<file path="src/rtl/mem_port_arbiter_pkg.sv">
// Shared types for mem_port_arbiter: FSM state encoding, owner encoding, bus widths.
package mem_port_arbiter_pkg;

    localparam int ADDR_W = 32;
    localparam int DATA_W = 32;

    typedef logic [1:0] state_t;

    localparam state_t IDLE = 2'd0;
    localparam state_t ADDR = 2'd1;
    localparam state_t WAIT = 2'd2;

    localparam logic OWN_INST = 1'b0;
    localparam logic OWN_DATA = 1'b1;

endpackage

</file>
<file path="src/rtl/mem_port_arbiter.sv">
// Arbitrates an inst and a data port onto one memory port, one transaction outstanding.
// Latency: grant registered, mem_req the cycle after sampling; addr_ok/data_ok pass through from memory.
// Backpressure: requests hold until addr_ok; ARB_FAIR_EN adds a data-streak limit so inst cannot starve.
module mem_port_arbiter
    import mem_port_arbiter_pkg::*;
#(
    parameter int FAIR_LIMIT = 4
) (
    input  logic              clk,
    input  logic              resetn,

    input  logic              inst_req,
    input  logic [ADDR_W-1:0] inst_addr,
    output logic              inst_addr_ok,
    output logic              inst_data_ok,
    output logic [DATA_W-1:0] inst_rdata,

    input  logic              data_req,
    input  logic              data_wr,
    input  logic [3:0]        data_wstrb,
    input  logic [ADDR_W-1:0] data_addr,
    input  logic [DATA_W-1:0] data_wdata,
    output logic              data_addr_ok,
    output logic              data_data_ok,
    output logic [DATA_W-1:0] data_rdata,

    output logic              mem_req,
    output logic              mem_wr,
    output logic [3:0]        mem_wstrb,
    output logic [ADDR_W-1:0] mem_addr,
    output logic [DATA_W-1:0] mem_wdata,
    input  logic              mem_addr_ok,
    input  logic              mem_data_ok,
    input  logic [DATA_W-1:0] mem_rdata
);

    state_t            state_q, state_d;
    logic              owner_q, owner_d;
    logic              wr_q, wr_d;
    logic [3:0]        wstrb_q, wstrb_d;
    logic [ADDR_W-1:0] addr_q, addr_d;
    logic [DATA_W-1:0] wdata_q, wdata_d;
    logic              grant_data;
    logic              in_addr;
    logic              in_wait;
    logic              accept;
    logic              resp;

`ifdef ARB_FAIR_EN
    localparam int CNT_W = $clog2(FAIR_LIMIT + 1);

    logic [CNT_W-1:0] fair_cnt_q, fair_cnt_d;
    logic             fair_hit;

    assign fair_hit   = (fair_cnt_q == CNT_W'(FAIR_LIMIT));
    assign grant_data = data_req && !(inst_req && fair_hit);

    // Counts data wins while inst is waiting; any IDLE cycle without inst_req restarts the streak.
    always_comb begin
        fair_cnt_d = fair_cnt_q;
        if (state_q == IDLE) begin
            if (!inst_req || !grant_data) begin
                fair_cnt_d = '0;
            end else if (!fair_hit) begin
                fair_cnt_d = fair_cnt_q + CNT_W'(1);
            end
        end
    end

    always_ff @(posedge clk or negedge resetn) begin
        if (!resetn) begin
            fair_cnt_q <= '0;
        end else begin
            fair_cnt_q <= fair_cnt_d;
        end
    end
`else
    assign grant_data = data_req;
`endif

    assign in_addr = (state_q == ADDR);
    assign in_wait = (state_q == WAIT);
    assign accept  = in_addr && mem_addr_ok;
    assign resp    = (accept && mem_data_ok) || (in_wait && mem_data_ok);

    always_comb begin
        state_d = state_q;
        owner_d = owner_q;
        wr_d    = wr_q;
        wstrb_d = wstrb_q;
        addr_d  = addr_q;
        wdata_d = wdata_q;
        case (state_q)
            IDLE: begin
                if (inst_req || data_req) begin
                    state_d = ADDR;
                    if (grant_data) begin
                        owner_d = OWN_DATA;
                        wr_d    = data_wr;
                        wstrb_d = data_wstrb;
                        addr_d  = data_addr;
                        wdata_d = data_wdata;
                    end else begin
                        owner_d = OWN_INST;
                        wr_d    = 1'b0;
                        wstrb_d = '0;
                        addr_d  = inst_addr;
                        wdata_d = '0;
                    end
                end
            end
            ADDR: begin
                if (mem_addr_ok) begin
                    state_d = mem_data_ok ? IDLE : WAIT;
                end
            end
            WAIT: begin
                if (mem_data_ok) begin
                    state_d = IDLE;
                end
            end
            default: state_d = IDLE;
        endcase
    end

    always_ff @(posedge clk or negedge resetn) begin
        if (!resetn) begin
            state_q <= IDLE;
            owner_q <= OWN_INST;
            wr_q    <= 1'b0;
            wstrb_q <= '0;
            addr_q  <= '0;
            wdata_q <= '0;
        end else begin
            state_q <= state_d;
            owner_q <= owner_d;
            wr_q    <= wr_d;
            wstrb_q <= wstrb_d;
            addr_q  <= addr_d;
            wdata_q <= wdata_d;
        end
    end

    assign mem_req   = in_addr;
    assign mem_wr    = wr_q;
    assign mem_wstrb = wstrb_q;
    assign mem_addr  = addr_q;
    assign mem_wdata = wdata_q;

    assign inst_addr_ok = accept && (owner_q == OWN_INST);
    assign data_addr_ok = accept && (owner_q == OWN_DATA);
    assign inst_data_ok = resp && (owner_q == OWN_INST);
    assign data_data_ok = resp && (owner_q == OWN_DATA);

    // Read data is a shared pass-through, forced low while reset is held.
    assign inst_rdata = resetn ? mem_rdata : '0;
    assign data_rdata = resetn ? mem_rdata : '0;

endmodule

</file>
<file path="config.mk">
export PLATFORM = sky130hd
export DESIGN_NAME = mem_port_arbiter
export DESIGN_NICKNAME = d
export VERILOG_FILES = /design/src/rtl/mem_port_arbiter_pkg.sv /design/src/rtl/mem_port_arbiter.sv
export SDC_FILE = /design/constraint.sdc
export NUM_CORES = 1
export LEC_CHECK = 0
export CAP_MARGIN = 25
export CORE_AREA = 2 2 107 109
export DETAILED_ROUTE_END_ITERATION = 6
export DIE_AREA = 0 0 109 111
export GPL_TIMING_DRIVEN = 0
export PLACE_DENSITY = 0.78
export SLEW_MARGIN = 30
export SYNTH_ARGS = -nofsm -noshare
export SYNTH_HDL_FRONTEND = slang
export SYNTH_SLANG_ARGS = --single-unit
</file>
<file path="constraint.sdc">
create_clock -name clk -period 1.7 [get_ports clk]
set_input_delay 0.255 -clock clk [delete_from_list [all_inputs] [get_ports clk]]
set_output_delay 0.255 -clock clk [all_outputs]
set_load 0.01 [all_outputs]
</file>
After elaboration in Yosys (flattened, before gate mapping)
Index checks and enable logic that the tools add are counted.
Operators by class
  reductions and logical operators: 12
  mux-type cells: 11
  equality and inequality tests: 5
  bitwise logic cells: 1
Operators with widths (number)
  $mux 32: 3
  $mux 2: 4
  $logic_and 1x1->1: 7
  $ne 2x2->1 const B: 3
  $pmux 2 s3: 1
  $mux 4: 1
  $reduce_and 3->1: 1
  $eq 2x1->1 const B: 1
  $eq 2x2->1 const B: 1
  $logic_not 2->1: 1
  $logic_or 1x1->1: 2
  $mux 1: 2
  $reduce_and 2->1: 1
  $not 1->1: 1
Word-level totals
  output and inout port bits: 138
  flip-flop bits (word level): 72

Longest topological paths before layout
  depth in word-level cells: 5
  gate-level depth with buffers: 5
  mapped depth without buffers: 3

Worst setup path before layout
Ideal clock, no wire load.
  kind: reg2out
  start point: register state_q[1]
  end point: output inst_data_ok
  path buffers: 0
  slack: 0.277 ns
  arrival time: 1.168 ns
  cell stages (with the launch flop): 4
  path through: dfrtp_1 > nor2b_1 > a21oi_1 > nor3b_1
On the way
  cells in the longest elaborated chain, start to end: 5
  elaborated cells on any way between the ends: 7
  those cells by class: eq/ne: 2; reduce/logical: 5
Ends and longest elaborated chain
  start: declaration: line mem_port_arbiter.sv:37  | state_t state_q, state_d;
  start signal: assignment: line mem_port_arbiter.sv:135  | state_q <= state_d;
  $eq 2x1->1: line mem_port_arbiter.sv:81  | assign in_addr = (state_q == ADDR);
  named net mem_req: line mem_port_arbiter.sv:27  | output logic mem_req,
  $logic_and 1x1->1: line mem_port_arbiter.sv:83  | assign accept = in_addr && mem_addr_ok;
  $logic_and 1x1->1: line mem_port_arbiter.sv:84  | assign resp = (accept && mem_data_ok) || (in_wait && mem_data_ok);
  $logic_or 1x1->1: line mem_port_arbiter.sv:84
  $logic_and 1x1->1: line mem_port_arbiter.sv:152  | assign inst_data_ok = resp && (owner_q == OWN_INST);
  end: declaration: line mem_port_arbiter.sv:15  | output logic inst_data_ok,
The timed path passes the listed nets, and every way through them passes these cells.

Final worst setup path
  start point: input mem_rdata[31]
  end point: output data_rdata[31]
On the way
  cells in the longest elaborated chain, start to end: 1
Ends and longest elaborated chain
  start: declaration: line mem_port_arbiter.sv:34  | input logic [DATA_W-1:0] mem_rdata
  $mux 32: line mem_port_arbiter.sv:157  | assign data_rdata = resetn ? mem_rdata : '0;
  end: declaration: line mem_port_arbiter.sv:25  | output logic [DATA_W-1:0] data_rdata,
Every way passes these cells.

==> summary.txt <==
Outcome
  – Outcome: complete, no violations

Placed design
  – Post-placement cell count: 690
  – DP Area: roughly 6500 um2
  – Final Wtd Congestion: around 0.76
  – Buffers on Ports: ~280
  – Post-Place Worst Slack: -0.687 ns
  – Post-detail-place hpwl: between 9000 and 10,000 um

Synth
  – Syn avg cell area: 12.9 um2
  – Post-synth top cells: 72 x dfrtp_1, 60 x mux2_2, 38 x buf_4, 37 x a22o_1, 33 x and2_1
  – Number of synthesized flops with an enable pin: 0
  – Syn Nets: slightly above 400
  – Seq/Total Area, Yosys: approximately 51%
  – Seq cells post-synth: around 70
  – Post-synthesis cell area: between 3000 and 4000 um2
  – Post-synth top flop: dfrtp_1
  – Cell count after synthesis: roughly 270
  – Post-synth ARST share: between 90% and 100%
  – Yosys top cell by area: dfrtp_1
  – Yosys top cell area share: between 50% and 60%
  – Top cells by area, synth: dfrtp_1 51%, mux2_2 19%, a22o_1 9.2%, buf_4 8.1%, and2_1 5.9%
  – Library cells used by synthesis: 19
  – YS warnings: 0
  – Count leader, synth: dfrtp_1

Global routing
  – Initial antenna violation count: 0
  – Largest net degree at the start of global routing: 22
  – Global route overflow: 0
  – Vias in the first global route: approximately 3,400
  – First-pass GRT wire length: ~18,000 um
  – Tot GR Track Use: 19.6%

Clocking
  – Clock Latency Late Sink: about 0.33 ns
  – Clock Path Buffers: 2
  – TritonCTS clock tree: built
  – Num CTS Buffers: 9
  – Htree depth: 3
  – Sink Count: ~70
  – Worst-path clk slew: around 0.05 ns
  – Clock root cell: clkbuf_16

STA
  – Final period util: 98.5%
  – Final setup violation count: 0
  – RSZ-0062 raised after global routing: false
  – Final setup margin: between 0.02 and 0.025 ns
  – Relative slew slack: between 60 and 70%
  – Min Tclk post-route: 1.68 ns
  – Hold Vio Cnt, Final: 0
  – Clk_skew: between 0.003 and 0.004 ns
  – Final slew viol count: 0
  – Fmax: roughly 600 MHz
  – Fin Hold WS: about 0.016 ns
  – Worst Max-Slew Pin Slew: about 0.57 ns

Floorplanning
  – Initial Utilization: a little under a third
  – IO Pins: between 200 and 300
  – Die X-Extent: between 100 and 150 um
  – Core area: between 10,000 and 15,000 um2
  – Placement Rows: 39
  – Die Y: between 100 and 150 um
  – Die ar.: roughly 12,000 um2

Setup path
  – Critical path arrival: ~1.4 ns
  – Reg-to-reg slack, setup: 0.25 ns
  – Setup crit start kind: input pin
  – Most frequent CP cell: clkdlybuf4s50_1
  – Worst-path cell chain: clkdlybuf4s50_1 > and2_1 > clkdlybuf4s50_1
  – CP max stage cell: clkdlybuf4s50_1
  – Crit Path Class: in -> out
  – Delay-heaviest family, CP: buffers and inverters
  – Critical path fanouts, max: 2
  – CP endpoint kind: output pin
  – Worst path max stage delay: 0.54 ns
  – Req. time, crit path: roughly 1.4 ns
  – CP bufs+invs: 2

Job
  – Max-Cap Viols: 0

Drt
  – Final ANT Viol Nets: 0
  – Final wirelength: 11,900 um
  – Drt pass-1 iters: 4
  – Total number of vias: between 3,000 and 4,000
  – DR iter-0 viols: ~60
  – Vias per inst: 4.54
  – DRC: 0
  – Wire per inst: 16.7 um

Cells and area
  – Fill cell count: about 910
  – Non-filler instance count after layout: approximately 720
  – Ratio of cells with drive above 1 in the final layout: 24.8%
  – Synthesis-to-layout area growth: 96.8%
  – Final #Nets: between 700 and 800
  – Sequential cell area: approximately 1800 um2
  – Area of the multi-input gates: between 1000 and 1500 um2
  – Post-route cell area: just under 7000 um2
  – Antenna diode count: 0

Min path
  – HP Class: in -> async

Power and ir drop
  – Leak: about 3.2 nW
  – Peak VDD IR: about 790 uV
  – Total power: just over 0.009 W
  – Total power per unit cell area: between 1000 and 1500 nW/um2
-- power breakdown --
group / internal, W / switching [W]
logic: 0.00270 / 0.00164
clock network: 0.00107 / 0.000711
registers: 0.00251 / 0.000432
total: 0.00627 / 0.00279
-- final cells by class --
class / count / area share, %
Clock buffer: 12 / 3.72
Inverter: 1 / 0.0544
Tap cell: 143 / 2.59
Clock inverter: 4 / 0.417
Sequential cell: 72 / 26.1
Buffer: 50 / 5.39
Multi-Input combinational cell: 148 / 19.6
Timing Repair Buffer: 285 / 42.1
-- layout by cell type, fill, tap and decap left out, types with 2 or more instances in the layout --
cell,synthesis,final
clkbuf_8,0,2
buf_6,4,4
clkinvlp_4,0,2
dlymetal6s2s_1,0,8
buf_4,38,41
nand2_1,2,2
clkbuf_16,0,9
mux2_2,60,60
clkdlybuf4s50_1,0,229
bufbuf_16,0,3
dlygate4sd3_1,0,3
dlygate4sd2_1,0,32
clkbuf_1,4,2
buf_16,0,2
nor2_1,4,4
and2_1,33,33
mux2_1,4,4
a22o_1,37,37
buf_2,4,6
dfrtp_1,72,72
clkbuf_2,0,5
-- final timing paths --
| check | startpoint | endpoint | cells past startpoint |
|---|---|---|---|
| worst max-delay path | mem_rdata[31] | data_rdata[31] | 3 |
| worst min-delay path | resetn | mem_wdata[31]$_DFFE_PN0P_ | 2 |
| worst max register to register | state_q[1]$_DFFE_PN0P_ | mem_addr[9]$_DFFE_PN0P_ | 4 |
| worst min register to register | mem_addr[11]$_DFFE_PN0P_ | mem_addr[11]$_DFFE_PN0P_ | 1 |
| max in group asynchronous | resetn | mem_wdata[14]$_DFFE_PN0P_ | 3 |
| min in group clk | data_req | mem_addr[11]$_DFFE_PN0P_ | 3 |
-- flip-flops by register name, indices dropped and copies added, names as in the netlist --
signal / count
state_q: 2
mem_wstrb: 4
mem_wr: 1
mem_addr: 32
mem_wdata: 32
owner_q: 1
-- logic make-up after synthesis --
kind of cell	after synthesis	synth area share, %
multiplexers	64	20.6
AO/OA/AOI/OAI	41	10.2
AND/OR/NAND/NOR	43	7.28
buffers and inverters	51	10.5
flip-flops	72	51.4
-- per-layer routing --
layer / GRT usage (%) / vias up / share of wire [%]
li1: - / 1521 / -
met1: 20.5 / 1538 / 35
met2: 35.2 / 165 / 52
met3: 7.29 / 20 / 11
met4: 6.84 / 0 / 1.8
met5: 0 / - / 0
-- metrics by stage --
step,utilization (%),TNS [ns]
floorplan,-,0
global placement,58.1,-346.52
detailed placement,58.3,-27.54
CTS,62.2,0
global route,62.3,0
finish,62.3,0
-- timing repair --
| item | CTS | global route |
|---|---|---|
| setup buffers | 2 | 0 |
| endpoints found under the hold margin | 30 | 0 |
| cloned | 3 | 0 |
| hold buffers | 4 | 0 |
| pin swaps | 1 | 1 |
| setup endpoints to repair | 69 | 12 |
| gates resized for setup | 53 | 16 |
(Power assumes the default switching activity.)
